**src/rtl/mem_bus_arb_pkg.sv**
```systemverilog
// Shared encodings for the I/D memory bus arbiter.
// Optional round-robin arbitration is enabled with MEM_BUS_ARB_RR_EN.
package mem_bus_arb_pkg;

  localparam logic [1:0] OWN_NONE = 2'b00;
  localparam logic [1:0] OWN_I    = 2'b01;
  localparam logic [1:0] OWN_D    = 2'b10;

  // State codes double as the owner encoding.
  typedef enum logic [1:0] {
    S_IDLE   = OWN_NONE,
    S_BUSY_I = OWN_I,
    S_BUSY_D = OWN_D
  } state_e;

  function automatic int unsigned wdog_w(input int unsigned max_wait);
    return (max_wait < 2) ? 1 : $clog2(max_wait + 1);
  endfunction

endpackage

```
**src/rtl/mem_bus_arb_wdog.sv**
```systemverilog
// Clearable saturating cycle counter with a timeout flag.
// A LIMIT of zero never times out.
module mem_bus_arb_wdog
  import mem_bus_arb_pkg::*;
#(
  parameter int unsigned LIMIT = 15,
  parameter int unsigned CW    = wdog_w(LIMIT)
) (
  input  logic clk,
  input  logic rstn,
  input  logic clr_i,
  input  logic inc_i,
  output logic timeout_o
);

  localparam logic [CW-1:0] LIM = CW'(LIMIT);

  logic [CW-1:0] cnt_q;
  logic [CW-1:0] cnt_d;

  always_comb begin
    cnt_d = cnt_q;
    if (clr_i) begin
      cnt_d = '0;
    end else if (inc_i && (cnt_q != LIM)) begin
      cnt_d = cnt_q + 1'b1;
    end
  end

  always_ff @(posedge clk or negedge rstn) begin
    if (!rstn) begin
      cnt_q <= '0;
    end else begin
      cnt_q <= cnt_d;
    end
  end

  assign timeout_o = (LIMIT != 0) && (cnt_q == LIM);

endmodule

```
**src/rtl/mem_bus_arbiter.sv**
```systemverilog
// Shares one memory bus between fetch (I) and memory (D) stages.
// Define MEM_BUS_ARB_RR_EN for round-robin instead of D-over-I.
module mem_bus_arbiter
  import mem_bus_arb_pkg::*;
#(
  parameter int unsigned AW       = 32,
  parameter int unsigned DW       = 32,
  parameter int unsigned MAX_WAIT = 15
) (
  input  logic            clk,
  input  logic            rstn,
  input  logic            i_req,
  input  logic [AW-1:0]   i_addr,
  output logic [DW-1:0]   i_rdata,
  output logic            i_ack,
  output logic            i_stall,
  input  logic            d_req,
  input  logic            d_we,
  input  logic [DW/8-1:0] d_be,
  input  logic [AW-1:0]   d_addr,
  input  logic [DW-1:0]   d_wdata,
  output logic [DW-1:0]   d_rdata,
  output logic            d_ack,
  output logic            d_stall,
  output logic            m_req,
  output logic            m_we,
  output logic [DW/8-1:0] m_be,
  output logic [AW-1:0]   m_addr,
  output logic [DW-1:0]   m_wdata,
  input  logic [DW-1:0]   m_rdata,
  input  logic            m_ack,
  output logic [1:0]      owner,
  output logic            err
);

  state_e          state_q;
  logic            m_req_q;
  logic            m_we_q;
  logic [DW/8-1:0] m_be_q;
  logic [AW-1:0]   m_addr_q;
  logic [DW-1:0]   m_wdata_q;
  logic [DW-1:0]   i_rdata_q;
  logic [DW-1:0]   d_rdata_q;

  logic busy, hit, abort, done, wd_to;
  logic cand_i, cand_d, pick_i, pick_d;
  logic can_grant, grant;

  assign busy  = (state_q != S_IDLE);
  assign hit   = busy & m_ack;
  assign abort = busy & ~m_ack & wd_to;
  assign done  = hit | abort;

  // The side being acked sits out this cycle's arbitration.
  assign cand_i    = i_req & (state_q != S_BUSY_I);
  assign cand_d    = d_req & (state_q != S_BUSY_D);
  assign can_grant = ~busy | hit;

`ifdef MEM_BUS_ARB_RR_EN
  logic last_d_q;

  assign pick_d = cand_d & (~cand_i | ~last_d_q);

  always_ff @(posedge clk or negedge rstn) begin
    if (!rstn) begin
      last_d_q <= 1'b0;
    end else if (grant) begin
      last_d_q <= pick_d;
    end
  end
`else
  assign pick_d = cand_d;
`endif

  assign pick_i = cand_i & ~pick_d;
  assign grant  = can_grant & (pick_i | pick_d);

  mem_bus_arb_wdog #(
    .LIMIT (MAX_WAIT),
    .CW    (wdog_w(MAX_WAIT))
  ) u_wdog (
    .clk       (clk),
    .rstn      (rstn),
    .clr_i     (grant | ~busy),
    .inc_i     (busy & ~m_ack),
    .timeout_o (wd_to)
  );

  always_ff @(posedge clk or negedge rstn) begin
    if (!rstn) begin
      state_q   <= S_IDLE;
      m_req_q   <= 1'b0;
      m_we_q    <= 1'b0;
      m_be_q    <= '0;
      m_addr_q  <= '0;
      m_wdata_q <= '0;
      i_rdata_q <= '0;
      d_rdata_q <= '0;
    end else begin
      if (grant) begin
        state_q   <= pick_d ? S_BUSY_D : S_BUSY_I;
        m_req_q   <= 1'b1;
        m_we_q    <= pick_d & d_we;
        m_be_q    <= pick_d ? d_be : '1;
        m_addr_q  <= pick_d ? d_addr : i_addr;
        m_wdata_q <= pick_d ? d_wdata : '0;
      end else if (done) begin
        state_q <= S_IDLE;
        m_req_q <= 1'b0;
      end
      if (i_ack) begin
        i_rdata_q <= i_rdata;
      end
      if (d_ack) begin
        d_rdata_q <= d_rdata;
      end
    end
  end

  assign i_ack   = (state_q == S_BUSY_I) & done;
  assign d_ack   = (state_q == S_BUSY_D) & done;
  assign i_rdata = i_ack ? (abort ? '0 : m_rdata) : i_rdata_q;
  assign d_rdata = d_ack ? (abort ? '0 : m_rdata) : d_rdata_q;
  assign i_stall = i_req & ~i_ack;
  assign d_stall = d_req & ~d_ack;
  assign err     = abort;
  assign owner   = state_q;
  assign m_req   = m_req_q;
  assign m_we    = m_we_q;
  assign m_be    = m_be_q;
  assign m_addr  = m_addr_q;
  assign m_wdata = m_wdata_q;

endmodule

```
**config.mk**
```make
export PLATFORM = sky130hd
export DESIGN_NAME = mem_bus_arbiter
export DESIGN_NICKNAME = d
export VERILOG_FILES = /design/src/rtl/mem_bus_arb_pkg.sv /design/src/rtl/mem_bus_arb_wdog.sv /design/src/rtl/mem_bus_arbiter.sv
export SDC_FILE = /design/constraint.sdc
export NUM_CORES = 1
export LEC_CHECK = 0
export BUFFER_PORTS_ARGS = -buffer_cell sky130_fd_sc_hd__buf_4
export CAP_MARGIN = 0
export CORE_MARGIN = 3
export CORE_UTILIZATION = 45
export DETAILED_ROUTE_END_ITERATION = 10
export HOLD_SLACK_MARGIN = 0.15
export PLACE_DENSITY = 0.85
export REMOVE_ABC_BUFFERS = 1
export SLEW_MARGIN = 0
export SYNTH_ARGS = -nofsm -noshare
export SYNTH_HDL_FRONTEND = slang
export SYNTH_SLANG_ARGS = --single-unit
```
**constraint.sdc**
```tcl
create_clock -name clk -period 2.1 [get_ports clk]
set_input_delay 0.105 -clock clk [delete_from_list [all_inputs] [get_ports clk]]
set_output_delay 0.105 -clock clk [all_outputs]
set_load 0.02 [all_outputs]
```
==> impl_metrics.xml <==
<?xml version="1.0" encoding="UTF-8"?>
<metrics>
  <group name="power_and_ir_drop">
    <metric name="internal_power" unit="mW">9.341</metric>
    <metric name="p_sw_frac" unit="">0.4164</metric>
    <metric name="ir_worst_vdd" unit="mV">0.9141</metric>
    <metric name="total_power_of_the_final_layout" unit="mW">16.01</metric>
    <metric name="share_clk_of_total_power" unit="">0.193</metric>
    <metric name="power.combinational.fraction" unit="">0.520</metric>
    <metric name="cellPowerDensity" unit="nW/um2">1402</metric>
    <metric name="netSwitchingPower" unit="mW">6.666</metric>
    <metric name="p_leak" unit="nW">5.207</metric>
    <metric name="flop_pwr_share" unit="">0.287</metric>
  </group>
  <group name="placement">
    <metric name="dp_wirelength" unit="um">14120</metric>
    <metric name="pre_cts_ws" unit="ns">0.1156</metric>
    <metric name="port-buffer-count" unit="">278</metric>
    <metric name="finalWeightedCongestion" unit="">0.8362</metric>
    <metric name="placed_cells" unit="">1061</metric>
  </group>
  <group name="route">
    <metric name="vias_per_std_cell" unit="">6.100</metric>
    <metric name="remaining_drc_errors" unit="">0</metric>
    <metric name="wirelength" unit="um">28290</metric>
    <metric name="route.antenna.remaining_nets" unit="">0</metric>
    <metric name="avgRoutedWirePerCell" unit="um">22.64</metric>
    <metric name="detailedRoute.firstPassIterationCount" unit="">5</metric>
    <metric name="via_count" unit="">7625</metric>
    <metric name="dr.first_iter.drc_count" unit="">634</metric>
  </group>
  <group name="clocking">
    <metric name="htree_levels" unit="">4</metric>
    <metric name="clk_transition_reported_paths" unit="ns">0.06</metric>
    <metric name="clk_latency" unit="ns">0.42</metric>
    <metric name="clock_tree.root_cell" unit="">clkbuf_16</metric>
    <metric name="cts_inserted_buffers" unit="">17</metric>
    <metric name="clock_tree_from_tritoncts" unit="">built</metric>
    <metric name="numClockSinks" unit="">140</metric>
    <metric name="clockBufferDepth" unit="">2</metric>
  </group>
  <group name="sta">
    <metric name="max-slew-margin-rel" unit="">0.5959</metric>
    <metric name="finalWorstPathRequiredPeriod" unit="ns">2.269</metric>
    <metric name="setup_clock_skew_after_layout" unit="ns">0.008782</metric>
    <metric name="final_critical_path_setup_slack" unit="ns">-0.1688</metric>
    <metric name="layout_worst_path_cycle_share" unit="">1.080</metric>
    <metric name="setup_viol" unit="">63</metric>
    <metric name="final_max_slew_viol_count" unit="">0</metric>
    <metric name="final_number_of_hold_violating_endpoints" unit="">0</metric>
    <metric name="timing_worst_slew_pin_value" unit="ns">0.6061</metric>
    <metric name="fmax" unit="GHz">0.4408</metric>
    <metric name="rsz0062_at_grt" unit="">true</metric>
    <metric name="worst_hold_margin" unit="ns">0.2376</metric>
  </group>
  <group name="critical_path">
    <metric name="start_kind" unit="">flip-flop</metric>
    <metric name="cp_top_family" unit="">compound AO/OA/AOI/OAI gates</metric>
    <metric name="critical-path-top-cell-by-count" unit="">o21ai_0</metric>
    <metric name="worstPathBufferInverterCount" unit="">2</metric>
    <metric name="timing.critical_path.slowest_stage_cell" unit="">dfrtp_1</metric>
    <metric name="timing.critical_path.cells" unit="">ha_4 &gt; a31oi_4 &gt; buf_6 &gt; o21ai_0 &gt; o21ai_0 &gt; buf_4</metric>
    <metric name="crit_type" unit="">reg2out</metric>
    <metric name="worstPathRequired" unit="ns">2.00</metric>
    <metric name="cpPeakStageDelay" unit="ns">0.41</metric>
    <metric name="worst_ep_arrival_time" unit="ns">2.16</metric>
    <metric name="critical_path.max_fanout" unit="">37</metric>
    <metric name="end_kind" unit="">output port</metric>
  </group>
  <group name="synthesis">
    <metric name="synth_instances" unit="">643</metric>
    <metric name="netlist_area" unit="um2">6689</metric>
    <metric name="number_of_synthesis_warnings" unit="">0</metric>
    <metric name="synth-edff-count" unit="">0</metric>
    <metric name="ys.flop_type" unit="">dfrtp_1</metric>
    <metric name="distinct_cell_type_count_of_the_synthesized_netlist" unit="">36</metric>
    <metric name="post_synth.cell_area_avg" unit="um2">10.40</metric>
    <metric name="ys_async_sr_fraction" unit="">1.000</metric>
    <metric name="synth_seq_cells" unit="">140</metric>
    <metric name="synth_seq_area_share" unit="">0.5238</metric>
  </group>
  <group name="floorplanning">
    <metric name="floorplan.initialDensity" unit="">0.4709</metric>
    <metric name="core_region_area" unit="um2">14200</metric>
    <metric name="io_pins" unit="">279</metric>
    <metric name="std_cell_rows" unit="">43</metric>
    <metric name="area_enclosed_by_the_die_boundary" unit="um2">16360</metric>
    <metric name="fp.dieW" unit="um">127.9</metric>
    <metric name="die_h" unit="um">127.9</metric>
  </group>
  <group name="final_layout">
    <metric name="layout-drive-gt1-share" unit="">0.3601</metric>
    <metric name="finish.net_count" unit="">1195</metric>
    <metric name="most_common_library_cell_in_the_layout_ignoring_fill_and_taps" unit="">buf_4</metric>
    <metric name="post_layout_nonfiller_instances" unit="">1250</metric>
    <metric name="final_util" unit="">0.8038</metric>
    <metric name="mostFrequentLayoutCells" unit="">buf_4, dfrtp_1, dlygate4sd3_1</metric>
    <metric name="areaGrowthSynthToFinish" unit="%">70.69</metric>
  </group>
  <group name="run_status">
    <metric name="violations_in_the_final_reports" unit="">setup timing</metric>
    <metric name="run_status" unit="">finished with violations</metric>
  </group>
  <group name="global_route">
    <metric name="antenna_violations_before_repair" unit="">0</metric>
    <metric name="grt_first_pass_wirelength" unit="um">40930</metric>
    <metric name="grt_overflow" unit="">0</metric>
    <metric name="largest_net_degree_at_the_start_of_global_routing" unit="">62</metric>
    <metric name="gr_usage_total" unit="">0.3189</metric>
    <metric name="first_global_vias" unit="">7573</metric>
  </group>
  <group name="worst_hold_path">
    <metric name="hold_path.class" unit="">in2async</metric>
  </group>
  <group name="flow_run">
    <metric name="maxCapViolations" unit="">0</metric>
  </group>
</metrics>
[sequential cells by signal (all words and copies together), names as in the netlist]
signal        flops
i_rdata_q        32
owner             2
u_wdog.cnt_q      4
m_req             1
m_we              1
d_rdata_q        32
m_be              4
m_addr           32
m_wdata          32
[synthesized netlist by cell type (2+ instances only)]
cell type | instances | area share
o21ai_1 | 11 | 0.0082
nand2b_1 | 2 | 0.0019
o22a_1 | 4 | 0.0052
a221oi_1 | 32 | 0.042
nor2_1 | 3 | 0.0017
nor2b_1 | 4 | 0.0037
dfrtp_1 | 140 | 0.52
o21ai_0 | 154 | 0.12
a22o_1 | 35 | 0.046
buf_2 | 10 | 0.0075
a31oi_1 | 33 | 0.031
inv_1 | 36 | 0.020
clkbuf_1 | 49 | 0.027
nand3_1 | 33 | 0.025
o31ai_1 | 2 | 0.0022
buf_6 | 9 | 0.015
or2_2 | 2 | 0.0019
mux2i_1 | 64 | 0.096
nand3b_1 | 3 | 0.0034
[final timing paths]
path                                  from       endpoint  slack (ns)  depth (start not counted)
max                        u_wdog.cnt_q[0]    d_rdata[30]       -0.17                          6
min                                   rstn  d_rdata_q[10]        0.24                          2
max reg2reg                u_wdog.cnt_q[0]  i_rdata_q[20]        0.11                          9
min reg2reg                    m_wdata[21]    m_wdata[21]        0.51                          1
max in group asynchronous             rstn  i_rdata_q[19]        1.14                          3
min in group clk                     m_ack     m_addr[20]        0.29                          3
[routing by layer]
metal	share of wire	track usage
met1	0.35	0.3895
met2	0.50	0.5391
met3	0.11	0.08917
met4	0.042	0.1192
met5	0	0
[kinds of logic after synthesis]
| group | share of synthesized area |
|---|---|
| compound gates | 0.2587 |
| flops | 0.5238 |
| buf+inv | 0.07202 |
| mux | 0.09577 |
| simple gates | 0.04658 |
| xor+xnor | 0.001310 |
| fa+ha+maj | 0.001870 |
[area by class of cell]
| cell class | instances | area [um2] |
|---|---|---|
| multi-input cells | 397 | 2863 |
| clock inverters | 12 | 160.2 |
| flip-flops and latches | 140 | 3505 |
| diodes | 1 | 2.502 |
| repair buffers | 464 | 4085 |
| inverters | 36 | 140.1 |
| well taps | 180 | 225.2 |
| clock buffers | 20 | 436.7 |
| fillers | 720 | 2786 |
[power by group through the flow]
| stage | logic (mW) | registers [mW] | clock network, mW |
|---|---|---|---|
| after CTS | 7.75 | 4.49 | 3.10 |
| after global routing | 8.75 | 4.68 | 3.24 |
| after detailed placement | 7.24 | 4.50 | 0 |
| after global placement | 7.15 | 4.44 | 0 |
| final | 8.32 | 4.59 | 3.09 |
| after floorplan | 3.21 | 5.21 | 0 |
[through the flow]
step,cell area (um2),setup TNS (ns)
floorplan,6342,-355.37
global placement,8979,0
detailed placement,8979,0
CTS,11180,-2.525
global route,11410,-10.61
finish,11420,-4.561
[what timing repair did]
| action | CTS | global route |
|---|---|---|
| cloned | 4 | 5 |
| resized for setup | 25 | 49 |
| setup endpoints to repair | 68 | 72 |
| pin swaps | 3 | 4 |
| hold endpoints to repair | 238 | 0 |
| buffers inserted | 11 | 2 |
| hold buffers | 136 | 0 |
No activity file was read; power rests on OpenSTA's default activity.
